File: src/rtl/rom8_stream.sv
// rom8_stream: walks a ROM address range (with wrap) and streams the
// returned bytes out through a small credit-controlled FIFO.
//
// Ports:
//   CLKIN, RESET        clock, synchronous active-high reset
//   START, BASE, LEN    command: first address and byte count (0 ignored,
//                       >256 clamped to 256), sampled only while idle
//   BUSY, DONE          job active / pulse when last byte leaves
//   ADDR, DATA          ROM address (registered) and 1-cycle-late read data
//   O_DATA, O_VALID,
//   O_READY             valid/ready byte stream
module rom8_stream #(
  parameter int DEPTH = 4
) (
  input  logic       CLKIN,
  input  logic       RESET,
  input  logic       START,
  input  logic [7:0] BASE,
  input  logic [8:0] LEN,
  output logic       BUSY,
  output logic       DONE,
  output logic [7:0] ADDR,
  input  logic [7:0] DATA,
  output logic [7:0] O_DATA,
  output logic       O_VALID,
  input  logic       O_READY
);

  localparam int PW = $clog2(DEPTH);
  localparam int CW = $clog2(DEPTH + 1);

  typedef enum logic [1:0] {
    IDLE,
    RUN,
    DRAIN
  } state_t;

  state_t state, state_n;

  logic [7:0]    nxt;
  logic [8:0]    rem;
  logic [8:0]    len_c;
  logic          v1;
  logic          v2;
  logic          start_ok;
  logic          issue;
  logic          push;
  logic          pop;
  logic [7:0]    mem [DEPTH];
  logic [PW-1:0] rd;
  logic [PW-1:0] wr;
  logic [CW-1:0] cnt;
  int            occ;

  function automatic logic [PW-1:0] inc(input logic [PW-1:0] p);
    return (p == PW'(DEPTH - 1)) ? '0 : p + 1'b1;
  endfunction

  // v1: an address sits on ADDR this cycle (ROM samples it at the edge).
  // v2: DATA carries a requested byte this cycle and is pushed at the edge.
  assign push    = v2;
  assign O_VALID = (cnt != '0);
  assign pop     = O_VALID & O_READY;
  assign O_DATA  = O_VALID ? mem[rd] : 8'h00;
  assign BUSY    = (state != IDLE);
  assign len_c   = (LEN > 9'd256) ? 9'd256 : LEN;

  // Occupancy once this edge retires: FIFO after pop plus both pipeline
  // slots. A new issue is allowed only if it still fits in DEPTH.
  always_comb begin
    occ = int'(cnt) + int'(v1) + int'(v2) - int'(pop);
  end

  always_ff @(posedge CLKIN) begin
    if (RESET) begin
      state <= IDLE;
    end else begin
      state <= state_n;
    end
  end

  always_comb begin
    state_n  = state;
    start_ok = 1'b0;
    issue    = 1'b0;
    DONE     = 1'b0;
    unique case (state)
      IDLE: begin
        if (START && (LEN != 9'd0)) begin
          start_ok = 1'b1;
          state_n  = (len_c == 9'd1) ? DRAIN : RUN;
        end
      end
      RUN: begin
        if (occ < DEPTH) begin
          issue = 1'b1;
          if (rem == 9'd1) begin
            state_n = DRAIN;
          end
        end
      end
      DRAIN: begin
        if (pop && (cnt == CW'(1)) && !v1 && !v2) begin
          DONE    = 1'b1;
          state_n = IDLE;
        end
      end
      default: state_n = IDLE;
    endcase
  end

  // The accepting edge already issues BASE, so the first byte is
  // on ADDR in the cycle right after START.
  always_ff @(posedge CLKIN) begin
    if (RESET) begin
      ADDR <= 8'h00;
      nxt  <= 8'h00;
      rem  <= 9'd0;
      v1   <= 1'b0;
      v2   <= 1'b0;
      rd   <= '0;
      wr   <= '0;
      cnt  <= '0;
    end else begin
      v1 <= start_ok | issue;
      v2 <= v1;
      if (start_ok) begin
        ADDR <= BASE;
        nxt  <= BASE + 8'd1;
        rem  <= len_c - 9'd1;
      end else if (issue) begin
        ADDR <= nxt;
        nxt  <= nxt + 8'd1;
        rem  <= rem - 9'd1;
      end
      if (push) begin
        wr <= inc(wr);
      end
      if (pop) begin
        rd <= inc(rd);
      end
      cnt <= cnt + CW'(push) - CW'(pop);
    end
  end

  always_ff @(posedge CLKIN) begin
    if (push) begin
      mem[wr] <= DATA;
    end
  end

endmodule

File: config.mk
export PLATFORM = sky130hd
export DESIGN_NAME = rom8_stream
export DESIGN_NICKNAME = d
export VERILOG_FILES = /design/src/rtl/rom8_stream.sv
export SDC_FILE = /design/constraint.sdc
export NUM_CORES = 1
export LEC_CHECK = 0
export CORE_MARGIN = 1.5
export CORE_UTILIZATION = 42
export CTS_BUF_LIST = sky130_fd_sc_hd__clkbuf_8
export DETAILED_ROUTE_END_ITERATION = 12
export PLACE_DENSITY = 0.75
export SLEW_MARGIN = 10
export SYNTH_ARGS = -nofsm -noshare
export SYNTH_HDL_FRONTEND = slang
export SYNTH_SLANG_ARGS = --single-unit
File: constraint.sdc
create_clock -name CLKIN -period 8.9 [get_ports CLKIN]
set_input_delay 0.89 -clock CLKIN [delete_from_list [all_inputs] [get_ports CLKIN]]
set_output_delay 0.89 -clock CLKIN [all_outputs]
set_load 0.02 [all_outputs]
== Word level (Yosys, flattened, before mapping) ==
Memory sizes are Yosys's and may differ from the RTL's. A register that Yosys moved wholly into a read port is not among the register bits.
Index checks and enable logic that the tools add are counted.
Cells by class
  add/sub/neg operators: 11
  order comparisons: 2
  equality and inequality tests: 11
  multiplexer cells: 26
  bitwise gates (word level): 2
  reductions and logical operators: 12
Operators by type and width (number)
  $mux 8: 5
  $mux 9: 3
  $eq 9x1->1 const B: 2
  $mux 2: 9
  $sub 9x1->9 const B: 2
  $add 8x1->8 const B: 2
  $gt 9x9->1 const B: 1
  $reduce_bool 9->1: 1
  $mux 1: 8
  $ne 2x2->1 const B: 4
  $eq 2x2->1 const B: 3
  $lt 6x4->1 const B: 1
  $pmux 2 s3: 1
  $sub 5x1->6: 1
  $add 4x1->5: 1
  $add 2x1->2 const B: 2
  $add 3x1->4: 1
  $logic_and 1x1->1: 4
  $reduce_and 4->1: 1
  $reduce_bool 2->1: 2
  $add 3x1->3: 1
  $eq 3x1->1 const B: 1
  $reduce_bool 3->1: 1
  $sub 3x1->3: 1
  other kinds (5): 6
Word-level totals
  register bits: 36
  memory bits (writable): 32
  input port bits: 29
  memories kept: 1
Memories
  mem: depth 4, width 8, read ports 1, clocked after memory_dff 1, wr ports 1, RTL line 49  | logic [7:0] mem [DEPTH];

== Longest topological paths before layout ==
  word-level depth: 8
  depth in mapped cells: 14
  mapped depth without buffers: 11

== Least setup slack after synthesis ==
No wires, ideal clock.
  path kind: input to register
  start: input port LEN[1]
  end: register nxt[6]
  data arrival time: 3342 ps
  data required time: 8809 ps
  path slack: 5467 ps
  cell stages on the path: 10
  path buffers: 2
  cells stage by stage: or4_1 o31ai_2 buf_2 buf_2 nand2_1 nand2_1 ha_1 nand3_1 or4_1 a311oi_1
On the way
  cells in the longest elaborated chain, start to end: 5
  elaborated cells between the ends (all ways): 6
Ends and longest elaborated chain
  from (decl): RTL line 19  | input logic [8:0] LEN,
  $reduce_bool 9->1 (*): RTL line 89  | if (START && (LEN != 9'd0)) begin
  $logic_and 1x1->1 (*): RTL line 89
  $mux 1 (*): RTL line 89
  $mux 1 (*): RTL line 87  | unique case (state)
  $mux 8 or $reduce_bool 2->1 (tied branches)
  to (signal assigned): RTL line 129  | nxt <= BASE + 8'd1;
  to (signal assigned): RTL line 133  | nxt <= nxt + 8'd1;
  to (decl): RTL line 40  | logic [7:0] nxt;
Mark *: on every way between the ends. The rest lies on a longest branch, timed or not.
A chain may end at the register's enable or synchronous reset.

== Worst setup path after layout ==
  start: input port O_READY
  end: register nxt[2]
On the way
  cells in the longest elaborated chain, start to end: 6
Ends and longest elaborated chain
  from (decl): RTL line 26  | input logic O_READY
  $and 1x1->1: RTL line 63  | assign pop = O_VALID & O_READY;
  via pop: RTL line 48  | logic pop;
  $sub 5x1->6: RTL line 71  | occ = int'(cnt) + int'(v1) + int'(v2) - int'(pop);
  $lt 6x4->1: RTL line 95  | if (occ < DEPTH) begin
  $mux 1: RTL line 95
  $mux 1: RTL line 87
  $reduce_bool 2->1 (no line)
The timed path passes the listed nets, and every way through them passes these cells.

==> flow_summary.toml <==
[clock_tree]
post_cts_resized = 0
cts-buffers-inserted = 9
ctsRootBufferMaster = "sky130_fd_sc_hd__clkbuf_8"
cts.repair_timing.setup_buffer_count = 0
cts_stage_hold_buffer_count = 0
clkSinkCount = 70
clock_tree.buffer_depth = 2
tritoncts_clock_tree = "built"
clk_pin_slew_worst_paths_ns = 0.08
h-tree-depth = 3
clkLatencyLatePin_ns = 0.34

[route]
drt.antenna.violating_nets = 0
wirelength_um = 7250
detail_route.first_pass.iterations = 4
total_via_count_after_detailed_routing = 2788
wl_per_cell_um = 14.4
drt_drc_violations_left = 0
drt_iter0_drc = 113
vias_per_cell = 5.52

[timing]
relSlewSlack_pct = 32.4
grt_setup_unrepaired = "false"
max_slew.worst_pin.slew_ns = 1.01
max_freq_mhz = 255
final.hold.worst_slack_ns = 0.486
finalSetupTns_ns = 0
finalWorstPathRequiredPeriod_ns = 3.92
hold_violation_total_from_the_final_report = 0
max_slew_violation_count = 0
clock_tree_skew_after_final_layout_ns = 0.0107
min_period_over_period_pct = 44.1
number_of_failing_setup_endpoints_in_the_final_timing_report = 0
finalWorstSetupSlack_ns = 4.98

[logic_synthesis]
share_of_synthesized_registers_carrying_an_async_set_or_reset_pct = 0
mappedNetlistNets = 398
synth_top_cells_by_area = "sky130_fd_sc_hd__edfxtp_1 (27%), sky130_fd_sc_hd__dfxtp_1 (21%), sky130_fd_sc_hd__ha_1 (5.9%)"
seq_area_frac_synth_pct = 47.5
synth_area_um2 = 3620
synth.ff_latch_count = 70
synth-edff-count = 32
synth_cells = 351
synth.avg_cell_area_um2 = 10.3
netlist-cell-type-count = 51
synth.yosys.warnings = 0
synth_ff_type = "sky130_fd_sc_hd__dfxtp_1"
synth.largest_area_cell = "sky130_fd_sc_hd__edfxtp_1"
share_of_yosys_cell_area_claimed_by_the_top_area_cell_type_pct = 26.5

[pwr]
power.net_switching_uw = 344
share_seq_of_total_power_pct = 39.1
leakage_nw = 1.57
power.clock.fraction_pct = 26.9
pwr-share-comb_pct = 34.0
power_per_cell_area_nw_per_um2 = 236
ir_drop_mv = 0.0983
report.power.total_mw = 1.04
internal_power_uw = 697
power.switching_fraction_pct = 33.0

[global_routing]
grt_max_degree = 42
antenna_violations_before_repair = 0
first_pass_grt_wire_length_um = 11900
global_route_total_usage_across_every_layer_pct = 16.5
via_count_of_the_first_global_routing_pass = 2617
global_route.overflow_total = 0

[final_layout]
finish.utilization_pct = 53.1
num_antenna_cells = 0
num-nets-final = 442
most-common-layout-cells = "sky130_fd_sc_hd__clkdlybuf4s50_1 (47), sky130_fd_sc_hd__dfxtp_1 (38), sky130_fd_sc_hd__nand2_1 (38)"
flow.area_growth_from_synthesis_pct = 21.6
layout_commonest_cell = "sky130_fd_sc_hd__clkdlybuf4s50_1"
drive_above_1_share_pct = 9.25

[placement]
hpwlAfterDp_um = 5100
finalWeightedCongestion = 0.808
count_of_input_and_output_buffers = 47
pre_cts_ws_ns = 4.61

[setup_path]
worst-endpoint-required_ns = 9.12
critical_path.endpoint_type = "flop"
cp-start-kind = "primary input"
maximum_fanout_along_the_worst_path = 29
timing_worst_setup_path_type = "primary input to flop"
rrSetupSlack_ns = 5.01
worstPathArrival_ns = 4.14

[floorplanning]
start_util_pct = 43.7
io_pins = 48
core_region_area_um2 = 8300
area_of_the_die_um2 = 9190
die_height_um = 95.9
die_width_um = 95.9
row_cnt = 33

[min_path]
hold_class = "flop to flop"

[flow_run]
drv.max_cap_violation_count = 0

[run_status]
outcome = "complete, no violations"
==> worst paths after layout <==
| kind | start | endpoint | cells after the start |
|---|---|---|---|
| max | O_READY | nxt[2] | 11 |
| min | ADDR[5] | ADDR[5] | 2 |
| max reg2reg | cnt[1] | nxt[2] | 11 |
| min reg2reg | ADDR[5] | ADDR[5] | 2 |
==> metal layers <==
metal	up-vias	global-route usage, %	wire, um
met5	-	0	0
met4	0	6.37	89
met3	11	3.63	361
met2	77	27.7	3530
met1	1308	20.7	3270
li1	1392	-	-
==> worst max-delay path: stages <==
cell                              delay, ns
sky130_fd_sc_hd__clkdlybuf4s50_1       0.44
sky130_fd_sc_hd__nand2_1               0.13
sky130_fd_sc_hd__inv_1                 0.09
sky130_fd_sc_hd__ha_1                  0.27
sky130_fd_sc_hd__inv_1                 0.04
sky130_fd_sc_hd__ha_1                  0.26
sky130_fd_sc_hd__a21o_1                0.19
sky130_fd_sc_hd__a2111oi_4             0.41
sky130_fd_sc_hd__o31a_1                0.87
sky130_fd_sc_hd__a211oi_1              0.17
sky130_fd_sc_hd__a2111oi_0             0.39
==> registers in the layout, summed over array words and instances (netlist names), 2 cells and up, named ones only <==
name / count
rd: 2
nxt: 8
wr: 2
state: 2
ADDR: 8
rem: 9
mem: 32
cnt: 3
==> per-stage QoR <==
stage               std cells  area, um2
floorplan                 351       3620
global placement          489       4180
detailed placement        489       4180
CTS                       505       4410
global route              505       4410
finish                    505       4410
==> synthesized netlist by cell type, types with 9 or more instances <==
| cell type | instances |
|---|---|
| sky130_fd_sc_hd__nor2_1 | 29 |
| sky130_fd_sc_hd__nor3_1 | 11 |
| sky130_fd_sc_hd__clkbuf_1 | 13 |
| sky130_fd_sc_hd__dfxtp_1 | 38 |
| sky130_fd_sc_hd__ha_1 | 17 |
| sky130_fd_sc_hd__edfxtp_1 | 32 |
| sky130_fd_sc_hd__and2_1 | 14 |
| sky130_fd_sc_hd__a311oi_1 | 17 |
| sky130_fd_sc_hd__a21oi_1 | 12 |
| sky130_fd_sc_hd__nand2_1 | 38 |
| sky130_fd_sc_hd__inv_1 | 17 |
| sky130_fd_sc_hd__nor4_1 | 9 |
==> power by group through the flow <==
| stage | Combinational (mW) | Sequential, mW | Clock, mW |
|---|---|---|---|
| after global routing | 0.393 | 0.413 | 0.299 |
| final | 0.354 | 0.407 | 0.280 |
| after global placement | 0.346 | 0.413 | 0 |
| after floorplan | 0.247 | 0.403 | 0 |
| after CTS | 0.358 | 0.408 | 0.287 |
| after detailed placement | 0.356 | 0.415 | 0 |
==> layout make-up <==
cell class / instances / area, um2
clock buffers: 9 / 124
clock inverters: 7 / 97.6
fillers: 706 / 3890
inverters: 18 / 67.6
multi-input cells: 245 / 1760
flip-flops and latches: 70 / 1720
well taps: 105 / 131
repair buffers: 51 / 500
==> logic make-up (layout without fill, tap and decap cells) <==
logic type / Yosys count / count (layout) / synth area share, %
buf+inv: 36 / 85 / 4.07
mux: 10 / 10 / 5.56
flops: 70 / 70 / 47.5
compound gates: 63 / 63 / 13.8
simple gates: 144 / 144 / 20.2
xor+xnor: 10 / 10 / 2.42
fa+ha+maj: 18 / 18 / 6.42
No activity file was read; power rests on OpenSTA's default activity.
